**src/rtl/key_disp_scan.sv**
```systemverilog
// key_disp_scan: six debounced push keys edit a multiplexed
// 7-segment hex display with a blinking cursor digit.
module key_disp_scan #(
  parameter int N_DIG      = 8,
  parameter int SCAN_DIV   = 50000,
  parameter int DB_CYCLES  = 1000000,
  parameter int BLINK_HALF = 12500000
) (
  input  logic                     i_clk,
  input  logic                     i_rst_n,
  input  logic [5:0]               i_key,
  output logic [5:0]               o_key_state,
  output logic [5:0]               o_key_press,
  output logic [N_DIG-1:0]         o_cs,
  output logic [7:0]               o_dig_sel,
  output logic [$clog2(N_DIG)-1:0] o_cursor,
  output logic [4*N_DIG-1:0]       o_value
);

  localparam int CW  = $clog2(N_DIG);
  localparam int DBW = $clog2(DB_CYCLES + 1);
  localparam int SW  = $clog2(SCAN_DIV + 1);
  localparam int BW  = $clog2(BLINK_HALF + 1);

  localparam logic [DBW-1:0] DB_LAST   = DBW'(DB_CYCLES - 1);
  localparam logic [SW-1:0]  SCAN_LAST = SW'(SCAN_DIV - 1);
  localparam logic [BW-1:0]  BLNK_LAST = BW'(BLINK_HALF - 1);
  localparam logic [CW-1:0]  DIG_LAST  = CW'(N_DIG - 1);

  // Standard active-low hex glyphs, dp bit kept off.
  function automatic logic [7:0] hex7(input logic [3:0] v);
    logic [7:0] s;
    unique case (v)
      4'h0: s = 8'hC0;
      4'h1: s = 8'hF9;
      4'h2: s = 8'hA4;
      4'h3: s = 8'hB0;
      4'h4: s = 8'h99;
      4'h5: s = 8'h92;
      4'h6: s = 8'h82;
      4'h7: s = 8'hF8;
      4'h8: s = 8'h80;
      4'h9: s = 8'h90;
      4'hA: s = 8'h88;
      4'hB: s = 8'h83;
      4'hC: s = 8'hC6;
      4'hD: s = 8'hA1;
      4'hE: s = 8'h86;
      default: s = 8'h8E;
    endcase
    return s;
  endfunction

  logic [5:0] sync1;
  logic [5:0] sync2;

  // Two-flop synchronizer; keys are inverted so 1 means pressed.
  always_ff @(posedge i_clk) begin
    if (!i_rst_n) begin
      sync1 <= '0;
      sync2 <= '0;
    end else begin
      sync1 <= ~i_key;
      sync2 <= sync1;
    end
  end

  for (genvar k = 0; k < 6; k++) begin : g_db
    logic [DBW-1:0] cnt;
    logic           st;
    logic           pr;

    // Accept a new level only after DB_CYCLES differing samples;
    // the press pulse is raised on the same edge the level rises.
    always_ff @(posedge i_clk) begin
      if (!i_rst_n) begin
        cnt <= '0;
        st  <= 1'b0;
        pr  <= 1'b0;
      end else begin
        pr <= 1'b0;
        if (sync2[k] == st) begin
          cnt <= '0;
        end else if (cnt == DB_LAST) begin
          cnt <= '0;
          st  <= sync2[k];
          pr  <= sync2[k];
        end else begin
          cnt <= cnt + 1'b1;
        end
      end
    end

    assign o_key_state[k] = st;
    assign o_key_press[k] = pr;
  end

  logic [5:0]       act;
  logic [3:0]       nib [N_DIG];
  logic [N_DIG-1:0] dot;
  logic [CW-1:0]    cursor;

  // Reduce coincident presses to the single winning action.
  always_comb begin
    act = 6'b0;
    if (o_key_press[5])      act[5] = 1'b1;
    else if (o_key_press[0]) act[0] = 1'b1;
    else if (o_key_press[1]) act[1] = 1'b1;
    else if (o_key_press[2]) act[2] = 1'b1;
    else if (o_key_press[3]) act[3] = 1'b1;
    else if (o_key_press[4]) act[4] = 1'b1;
  end

  // Edit engine: apply the winning action to nibbles, dots, cursor.
  always_ff @(posedge i_clk) begin
    if (!i_rst_n) begin
      for (int i = 0; i < N_DIG; i++) nib[i] <= 4'h0;
      dot    <= '0;
      cursor <= '0;
    end else begin
      unique case (1'b1)
        act[5]: begin
          for (int i = 0; i < N_DIG; i++) nib[i] <= 4'h0;
          dot <= '0;
        end
        act[0]: nib[cursor] <= nib[cursor] + 4'h1;
        act[1]: nib[cursor] <= nib[cursor] - 4'h1;
        act[2]: dot[cursor] <= ~dot[cursor];
        act[3]: cursor <= (cursor == DIG_LAST) ? '0
                                               : cursor + 1'b1;
        act[4]: cursor <= (cursor == '0) ? DIG_LAST
                                         : cursor - 1'b1;
        default: ;
      endcase
    end
  end

  logic [SW-1:0] slot;
  logic [CW-1:0] ptr;
  logic          active;

  // Slot timer; the first wrap only enables digit 0,
  // later wraps step the pointer round the digits.
  always_ff @(posedge i_clk) begin
    if (!i_rst_n) begin
      slot   <= '0;
      ptr    <= '0;
      active <= 1'b0;
    end else if (slot == SCAN_LAST) begin
      slot <= '0;
      if (!active) begin
        active <= 1'b1;
      end else begin
        ptr <= (ptr == DIG_LAST) ? '0 : ptr + 1'b1;
      end
    end else begin
      slot <= slot + 1'b1;
    end
  end

  logic [BW-1:0] blink;
  logic          phase;

  // Free-running cursor blink, untouched by edits.
  always_ff @(posedge i_clk) begin
    if (!i_rst_n) begin
      blink <= '0;
      phase <= 1'b1;
    end else if (blink == BLNK_LAST) begin
      blink <= '0;
      phase <= ~phase;
    end else begin
      blink <= blink + 1'b1;
    end
  end

  logic [7:0] glyph;

  always_comb begin
    glyph    = hex7(nib[ptr]);
    glyph[7] = glyph[7] & ~dot[ptr];
  end

  // Registered drive of the digit select and segments.
  always_ff @(posedge i_clk) begin
    if (!i_rst_n) begin
      o_cs      <= '1;
      o_dig_sel <= 8'hFF;
    end else if (!active) begin
      o_cs      <= '1;
      o_dig_sel <= 8'hFF;
    end else begin
      o_cs <= ~(N_DIG'(1) << ptr);
      if (!phase && ptr == cursor) o_dig_sel <= 8'hFF;
      else                         o_dig_sel <= glyph;
    end
  end

  // Flatten the nibble store for observation.
  always_comb begin
    o_value = '0;
    for (int i = 0; i < N_DIG; i++) o_value[4*i +: 4] = nib[i];
  end

  assign o_cursor = cursor;

endmodule

```
**config.mk**
```make
export PLATFORM = sky130hd
export DESIGN_NAME = key_disp_scan
export DESIGN_NICKNAME = d
export VERILOG_FILES = /design/src/rtl/key_disp_scan.sv
export SDC_FILE = /design/constraint.sdc
export NUM_CORES = 1
export LEC_CHECK = 0
export CORE_MARGIN = 1
export CORE_UTILIZATION = 59
export CTS_CLUSTER_SIZE = 10
export DETAILED_ROUTE_END_ITERATION = 6
export PLACE_DENSITY = 0.8
export SYNTH_ARGS = -nofsm -noshare
export SYNTH_HDL_FRONTEND = slang
export SYNTH_SLANG_ARGS = --single-unit
export TNS_END_PERCENT = 30
```
**constraint.sdc**
```tcl
create_clock -name i_clk -period 2.84 [get_ports i_clk]
set_input_delay 0.426 -clock i_clk [delete_from_list [all_inputs] [get_ports i_clk]]
set_output_delay 0.426 -clock i_clk [all_outputs]
set_load 0.02 [all_outputs]
```
==> impl_metrics.csv, run 1 <==
group,metric,value,unit
outcome,status,"complete, no violations",
drt,wl_per_cell,14.51,um
drt,viasPerCell,5.504,
cells_and_area,layout.nets,1290,
global_route,grt_pass1_vias,7861,
timing,tns,0,ns
global_route,grt-busiest-layer,"met2",
cts,cts_buffers,29,
global_route,antenna_found_initial,0,
cts,clk_path_buf_depth,3,
cts,cts_num_sinks,254,
yosys,syn_area_per_cell,9.551,sq um
cts,ctsResizeCount,0,
floorplan,die_x,141.3,um
setup_path,path_class,"flop to flop",
global_route,grtUsageMet1,30.86,%
cells_and_area,postLayoutCellArea,13020,sq um
global_route,grt_pass1_wl,37.43,mm
drt,drt_iter0_markers,450,
cts,cts_tree,"built",
yosys,synth_seq_area_share,47.24,%
yosys,synth_edf_count,32,
power_and_ir_drop,p_per_area,546.9,nW/um^2
floorplan,ios,71,
yosys,yosysUniqueCellTypes,62,
timing,worst_pin_slew,0.9390,ns
cts,post_cts_buffers,0,
yosys,synth_area,11440,sq um
timing,setup_viol_count_final,0,
global_route,grt_remaining_overflow,0,
yosys,synthArstFlopShare,0,%
floorplan,die-area,19950,sq um
placed_design,gp_congestion,0.8998,
cts,insertion_delay,0.53,ns
drt,routed_wl,22.11,mm
timing,rsz0062_at_grt,"no",
power_and_ir_drop,power,0.007120,W
global_route,grtUsageTotal,22.66,%
setup_path,crit_path_max_fanout,8,
cells_and_area,fill_cells,1458,
timing,slew_violations,0,
global_route,grt_max_degree,59,
setup_path,cp-start-kind,"flop",
yosys,synth_warnings,0,
drt,ant_nets,0,
global_route,grt_use_met3,3.240,%
yosys,synthesis.nets,1232,
timing,max_slew_margin,36.83,%
drt,drc,0,
setup_path,ff2ff_path_depth,7,
hold_path,min_path_type,"flop to flop",
run,maxCapViolations,0,
timing,final_hold_viol_count,0,
cts,path_clk_slew,0.06,ns
drt,dr.pass1.iters,5,
cts,cts-root-buf,"clkbuf_16",
yosys,syn_inst,1198,
power_and_ir_drop,cellLeakagePower,4.514,nW
floorplan,rows,50,
cts,htree_levels,1,
floorplan,die_height,141.3,um
cells_and_area,diodes,0,
power_and_ir_drop,ir_drop,0.4886,mV
timing,fmax,375.0,MHz
floorplan,start_util,60.76,%
setup_path,arrival,2.94,ns
floorplan,fp.coreArea,18830,sq um
placed_design,io_buffer_count,70,
setup_path,critPathRequiredTime,3.12,ns
hold_path,holdPathStages,1,
timing,clock_skew,0.01498,ns
global_route,use_met2,37.86,%
yosys,synth_ff_type,"dfxtp_1",
setup_path,critPathCaptureType,"flop",
placed_design,place_hpwl,15.34,mm
timing,period_share,93.89,%
drt,vias,8388,
timing,period_minus_slack,2.667,ns
yosys,ys_seq_elements,254,
cts,ctsHoldBuffers,0,
cells_and_area,drive_gt1_share,5.617,%
placed_design,placed_area,12260,sq um
cells_and_area,syn_to_final_growth,13.79,%
## per-stage QoR
step | instances | utilization (%) | setup slack (ns) | hold slack (ns)
after global placement | 1485 | 65.08 | 0.2423 | 0.4148
final | 1524 | 69.14 | 0.1735 | 0.4318
after detailed placement | 1485 | 65.08 | 0.1789 | 0.4267
after CTS | 1524 | 69.14 | 0.1645 | 0.4143
after floorplan | 1198 | - | 0.3342 | 0.4119
after global routing | 1524 | 69.14 | 0.08262 | 0.4298
## cells by family (layout without fill, tap and decap cells)
family | Yosys count | after routing | synth area share, %
xor+xnor | 155 | 155 | 12.09
fa+ha+maj | 26 | 26 | 2.909
buf+inv | 86 | 152 | 3.619
flops | 254 | 254 | 47.24
mux | 44 | 44 | 5.981
compound gates | 44 | 44 | 2.548
simple gates | 589 | 589 | 25.61
## final timing paths
path	to	from	slack, ns
min reg2reg	sync2[4]	sync1[4]	0.43
max	nib[5][3]	flop	0.17
min	sync2[4]	sync1[4]	0.43
max reg2reg	nib[5][3]	flop	0.17
## flip-flops by register name, summed over array words and instances, names as in the netlist, 8 cells and up, named ones only
name / flops
dot: 8
g_db.cnt: 120
blink: 24
o_dig_sel: 8
o_cs: 8
nib: 32
slot: 16
## power by group
group	switching [W]	internal, W
combinational	0.000143	0.000108
sequential	0.0000371	0.00368
clock	0.00133	0.00183
total	0.00151	0.00561
## synth_stat cells (all sizes together), types with 3 or more instances
| cell type | number | area [sq um] |
|---|---|---|
| inv | 31 | 116.4 |
| nor2 | 218 | 818.3 |
| mux2i | 23 | 230.2 |
| or3 | 9 | 56.30 |
| ha | 25 | 312.8 |
| and4 | 9 | 78.83 |
| mux4 | 17 | 405.4 |
| a21boi | 4 | 30.02 |
| xnor2 | 68 | 621.8 |
| and2 | 13 | 81.33 |
| nor4b | 9 | 85.08 |
| o211ai | 4 | 30.03 |
| nand4 | 38 | 237.7 |
| clkbuf | 23 | 86.33 |
| nor2b | 28 | 175.2 |
| nand3 | 75 | 380.4 |
| nand2b | 6 | 37.54 |
| and3 | 28 | 175.2 |
| nor3 | 32 | 160.2 |
| nand2 | 82 | 307.8 |
| o21a | 3 | 22.52 |
| or4 | 6 | 45.04 |
| or3b | 3 | 26.28 |
| buf | 32 | 211.5 |
| nor4 | 16 | 121.4 |
| o21ai | 14 | 70.07 |
| xor2 | 87 | 762.0 |
| a21o | 4 | 30.03 |
| dfxtp | 222 | 4444 |
| nor3b | 4 | 30.03 |
| a21oi | 8 | 40.04 |
| nand3b | 6 | 45.04 |
| mux2 | 4 | 48.79 |
| edfxtp | 32 | 960.9 |
## worst max-delay path, stage by stage (launching register included)
cell	delay, ns
dfxtp_1	0.46
mux4_1	0.58
mux2_2	0.30
ha_1	0.34
a21o_1	0.18
a31o_4	0.22
xnor2_4	0.26
nor2_1	0.08
## placed cells by master (no fill, tap or decap), types with 4 or more instances in the layout
master           instances
clkbuf_16               29
nor3_1                  32
edfxtp_1                32
a21o_1                   4
clkdlybuf4s50_1         69
or4_1                    6
and2_1                  12
o21ai_0                 12
clkbuf_1                 9
xor2_1                  87
nor2b_1                 28
and3_1                  28
buf_4                   12
nor3b_1                  4
nand3_1                 74
a21oi_1                  8
o211ai_1                 4
xnor2_1                 66
nand2_1                 82
and4_1                   9
nand3b_1                 6
dfxtp_1                222
nor4_1                  14
mux4_1                   6
nor2_1                 218
nand2b_1                 6
or3_1                    9
mux2i_1                 23
mux4_2                  11
ha_1                    25
inv_1                   31
nand4_1                 38
nor4b_1                  8
## layer usage
metal	vias up	wire length (um)
met1	3972	10320
met5	-	0
met2	203	10300
met3	31	1132
met4	0	354
li1	4182	-
## final cells by class
| cell class | instances | area, sq um | area share, % |
|---|---|---|---|
| Clock buffer | 38 | 759.5 | 5.833 |
| Timing Repair Buffer | 82 | 785.8 | 6.035 |
| Clock inverter | 1 | 5.005 | 0.03844 |
| Multi-Input combinational cell | 858 | 5623 | 43.19 |
| Tap cell | 260 | 325.3 | 2.499 |
| Inverter | 31 | 116.4 | 0.8937 |
| Sequential cell | 254 | 5405 | 41.51 |
No activity file was read; power rests on OpenSTA's default activity.
==> run 2: changes to the inputs <==
--- a/config.mk
+++ b/config.mk
@@ -5,11 +5,12 @@
 export SDC_FILE = /design/constraint.sdc
 export NUM_CORES = 1
 export LEC_CHECK = 0
-export CORE_MARGIN = 1
+export CORE_MARGIN = 5
 export CORE_UTILIZATION = 59
 export CTS_CLUSTER_SIZE = 10
 export DETAILED_ROUTE_END_ITERATION = 6
-export PLACE_DENSITY = 0.8
+export GPL_TIMING_DRIVEN = 0
+export PLACE_DENSITY_LB_ADDON = 0.08
 export SYNTH_ARGS = -nofsm -noshare
 export SYNTH_HDL_FRONTEND = slang
 export SYNTH_SLANG_ARGS = --single-unit
==> run 2 against run 1 <==
- critical endpoint is now nib[0][2]
- setup slack worse by 0.061 ns
- worst hold slack better by 0.00060 ns
- die area up 12%
- total power about the same
- highest routed layer unchanged
==> impl_metrics.csv, run 2 (synthesis gave the netlist of run 1 again) <==
group,metric,value,unit
cts,cts_num_sinks,254,
global_route,grt_pass1_vias,7988,
timing,tns,0,ns
cts,ctsHoldBuffers,0,
global_route,antenna_found_initial,0,
hold_path,min_path_type,"flop to flop",
floorplan,ios,71,
cells_and_area,drive_gt1_share,7.034,%
cts,cts-root-buf,"clkbuf_16",
global_route,grt_max_degree,15,
timing,clock_skew,0.01968,ns
floorplan,die_x,149.3,um
timing,worst_pin_slew,0.8694,ns
cells_and_area,layout.nets,1333,
timing,final_hold_viol_count,0,
timing,max_slew_margin,41.51,%
timing,rsz0062_at_grt,"no",
global_route,grt_remaining_overflow,0,
setup_path,cp-start-kind,"flop",
cells_and_area,diodes,0,
outcome,status,"complete, no violations",
cts,insertion_delay,0.53,ns
cts,clk_path_buf_depth,3,
run,maxCapViolations,0,
floorplan,rows,51,
floorplan,die_height,149.3,um
timing,period_minus_slack,2.728,ns
placed_design,place_hpwl,16.07,mm
global_route,grtUsageTotal,20.24,%
power_and_ir_drop,ir_drop,0.5056,mV
floorplan,start_util,59.38,%
timing,whs,0.4324,ns
setup_path,critPathRequiredTime,3.08,ns
setup_path,path_class,"flop to flop",
cells_and_area,layout_commonest_cell,"dfxtp_1",
cts,cts_tree,"built",
drt,ant_nets,0,
placed_design,io_buffer_count,70,
floorplan,fp.coreArea,19270,sq um
drt,drt_iter0_markers,394,
cells_and_area,largest_register_ffs,120,
setup_path,crit_path_max_fanout,8,
cells_and_area,layout_common_cells,"222 x dfxtp_1, 218 x nor2_1, 87 x xor2_1, 82 x nand2_1, 74 x nand3_1",
cts,htree_levels,1,
cells_and_area,syn_to_final_growth,15.92,%
setup_path,arrival,2.97,ns
drt,dr.pass1.iters,5,
timing,setup_viol_count_final,0,
timing,fmax,366.6,MHz
power_and_ir_drop,p_per_area,537.2,nW/um^2
cts,cts_buffers,29,
drt,vias,8283,
placed_design,gp_congestion,0.8636,
cells_and_area,reg_top3,"g_db.cnt (120), nib (32), blink (24)",
cells_and_area,regMostFlops,"g_db.cnt",
timing,slew_violations,0,
drt,drc,0,
power_and_ir_drop,cellLeakagePower,4.643,nW
floorplan,die-area,22280,sq um
drt,routed_wl,22.41,mm
power_and_ir_drop,power,0.007125,W
cts,path_clk_slew,0.05,ns
drt,wl_per_cell,14.24,um
setup_path,critPathCaptureType,"flop",
cts,post_cts_buffers,0,
timing,period_share,96.05,%
global_route,grt_pass1_wl,38.04,mm
drt,viasPerCell,5.266,
==> run 2: cell types whose count changed in the layout (fill, tap and decap cells not counted), sizes merged <==
cell / delta
clkdlybuf4s50: +1
clkinv: -1
buf: +19
inv: +1
clkbuf: +24
==> run 2: worst paths after layout <==
check	start	endpoint	slack [ns]	cells after the start
hold / removal	sync1[5]	sync2[5]	0.43	1
hold reg to reg	sync1[5]	sync2[5]	0.43	1
setup reg to reg	flop	nib[0][2]	0.11	6
setup / recovery	flop	nib[0][2]	0.11	6
==> run 2: repair_timing <==
action	4_1_cts	5_1_grt
endpoints found under the hold margin	0	0
endpoints found under the setup margin	0	3
resized for setup	0	2
==> run 2: worst max-delay path: stages (launching register included) <==
cell     delay (ns)
dfxtp_1        0.32
buf_6          0.15
mux4_1         0.58
mux2_2         0.31
ha_1           0.35
xor2_1         0.63
nor2_1         0.10
==> run 2: per-stage QoR <==
stage                     util (%)  instances  worst slack, ns  area [sq um]
final                        68.83       1573           0.1122         13260
after CTS                    68.79       1573          0.09108         13260
after detailed placement     64.73       1533          -0.1314         12470
after global placement       64.73       1533          -0.1177         12470
after floorplan                  -       1198           0.3342         11440
after global routing         68.83       1573         0.008241         13260
==> run 2: power by group <==
group / internal, W / switching [W] / total (W) / leakage, nW
Combinational: 0.000109 / 0.000150 / 0.000259 / 2.17
Clock: 0.00186 / 0.00130 / 0.00316 / 0.380
Sequential: 0.00368 / 0.0000329 / 0.00371 / 2.10
Total: 0.00565 / 0.00148 / 0.00713 / 4.64
==> run 2: area by class of cell <==
| cell class | count | area [sq um] |
|---|---|---|
| plain buffers | 55 | 297.8 |
| clock buffers | 39 | 773.2 |
| clock inverters | 1 | 8.758 |
| fillers | 1586 | 6007 |
| inverters | 31 | 116.4 |
| multi-input cells | 858 | 5630 |
| flip-flops and latches | 254 | 5405 |
| well taps | 265 | 331.6 |
| repair buffers | 70 | 700.7 |
==> run 2: layer usage <==
layer	up-vias	share of wire [%]	GRT usage, %
li1	4270	-	-
met5	-	0	0
met3	34	3.7	3.008
met4	0	2.1	5.172
met2	136	47	34.19
met1	3843	47	27.46
==> run 3: changes to the inputs <==
--- a/config.mk
+++ b/config.mk
@@ -5,6 +5,7 @@
 export SDC_FILE = /design/constraint.sdc
 export NUM_CORES = 1
 export LEC_CHECK = 0
+export CAP_MARGIN = 10
 export CORE_MARGIN = 5
 export CORE_UTILIZATION = 59
 export CTS_CLUSTER_SIZE = 10
==> results of run 3 <==
Final layout, timing and power as in run 2 (identical DEF).
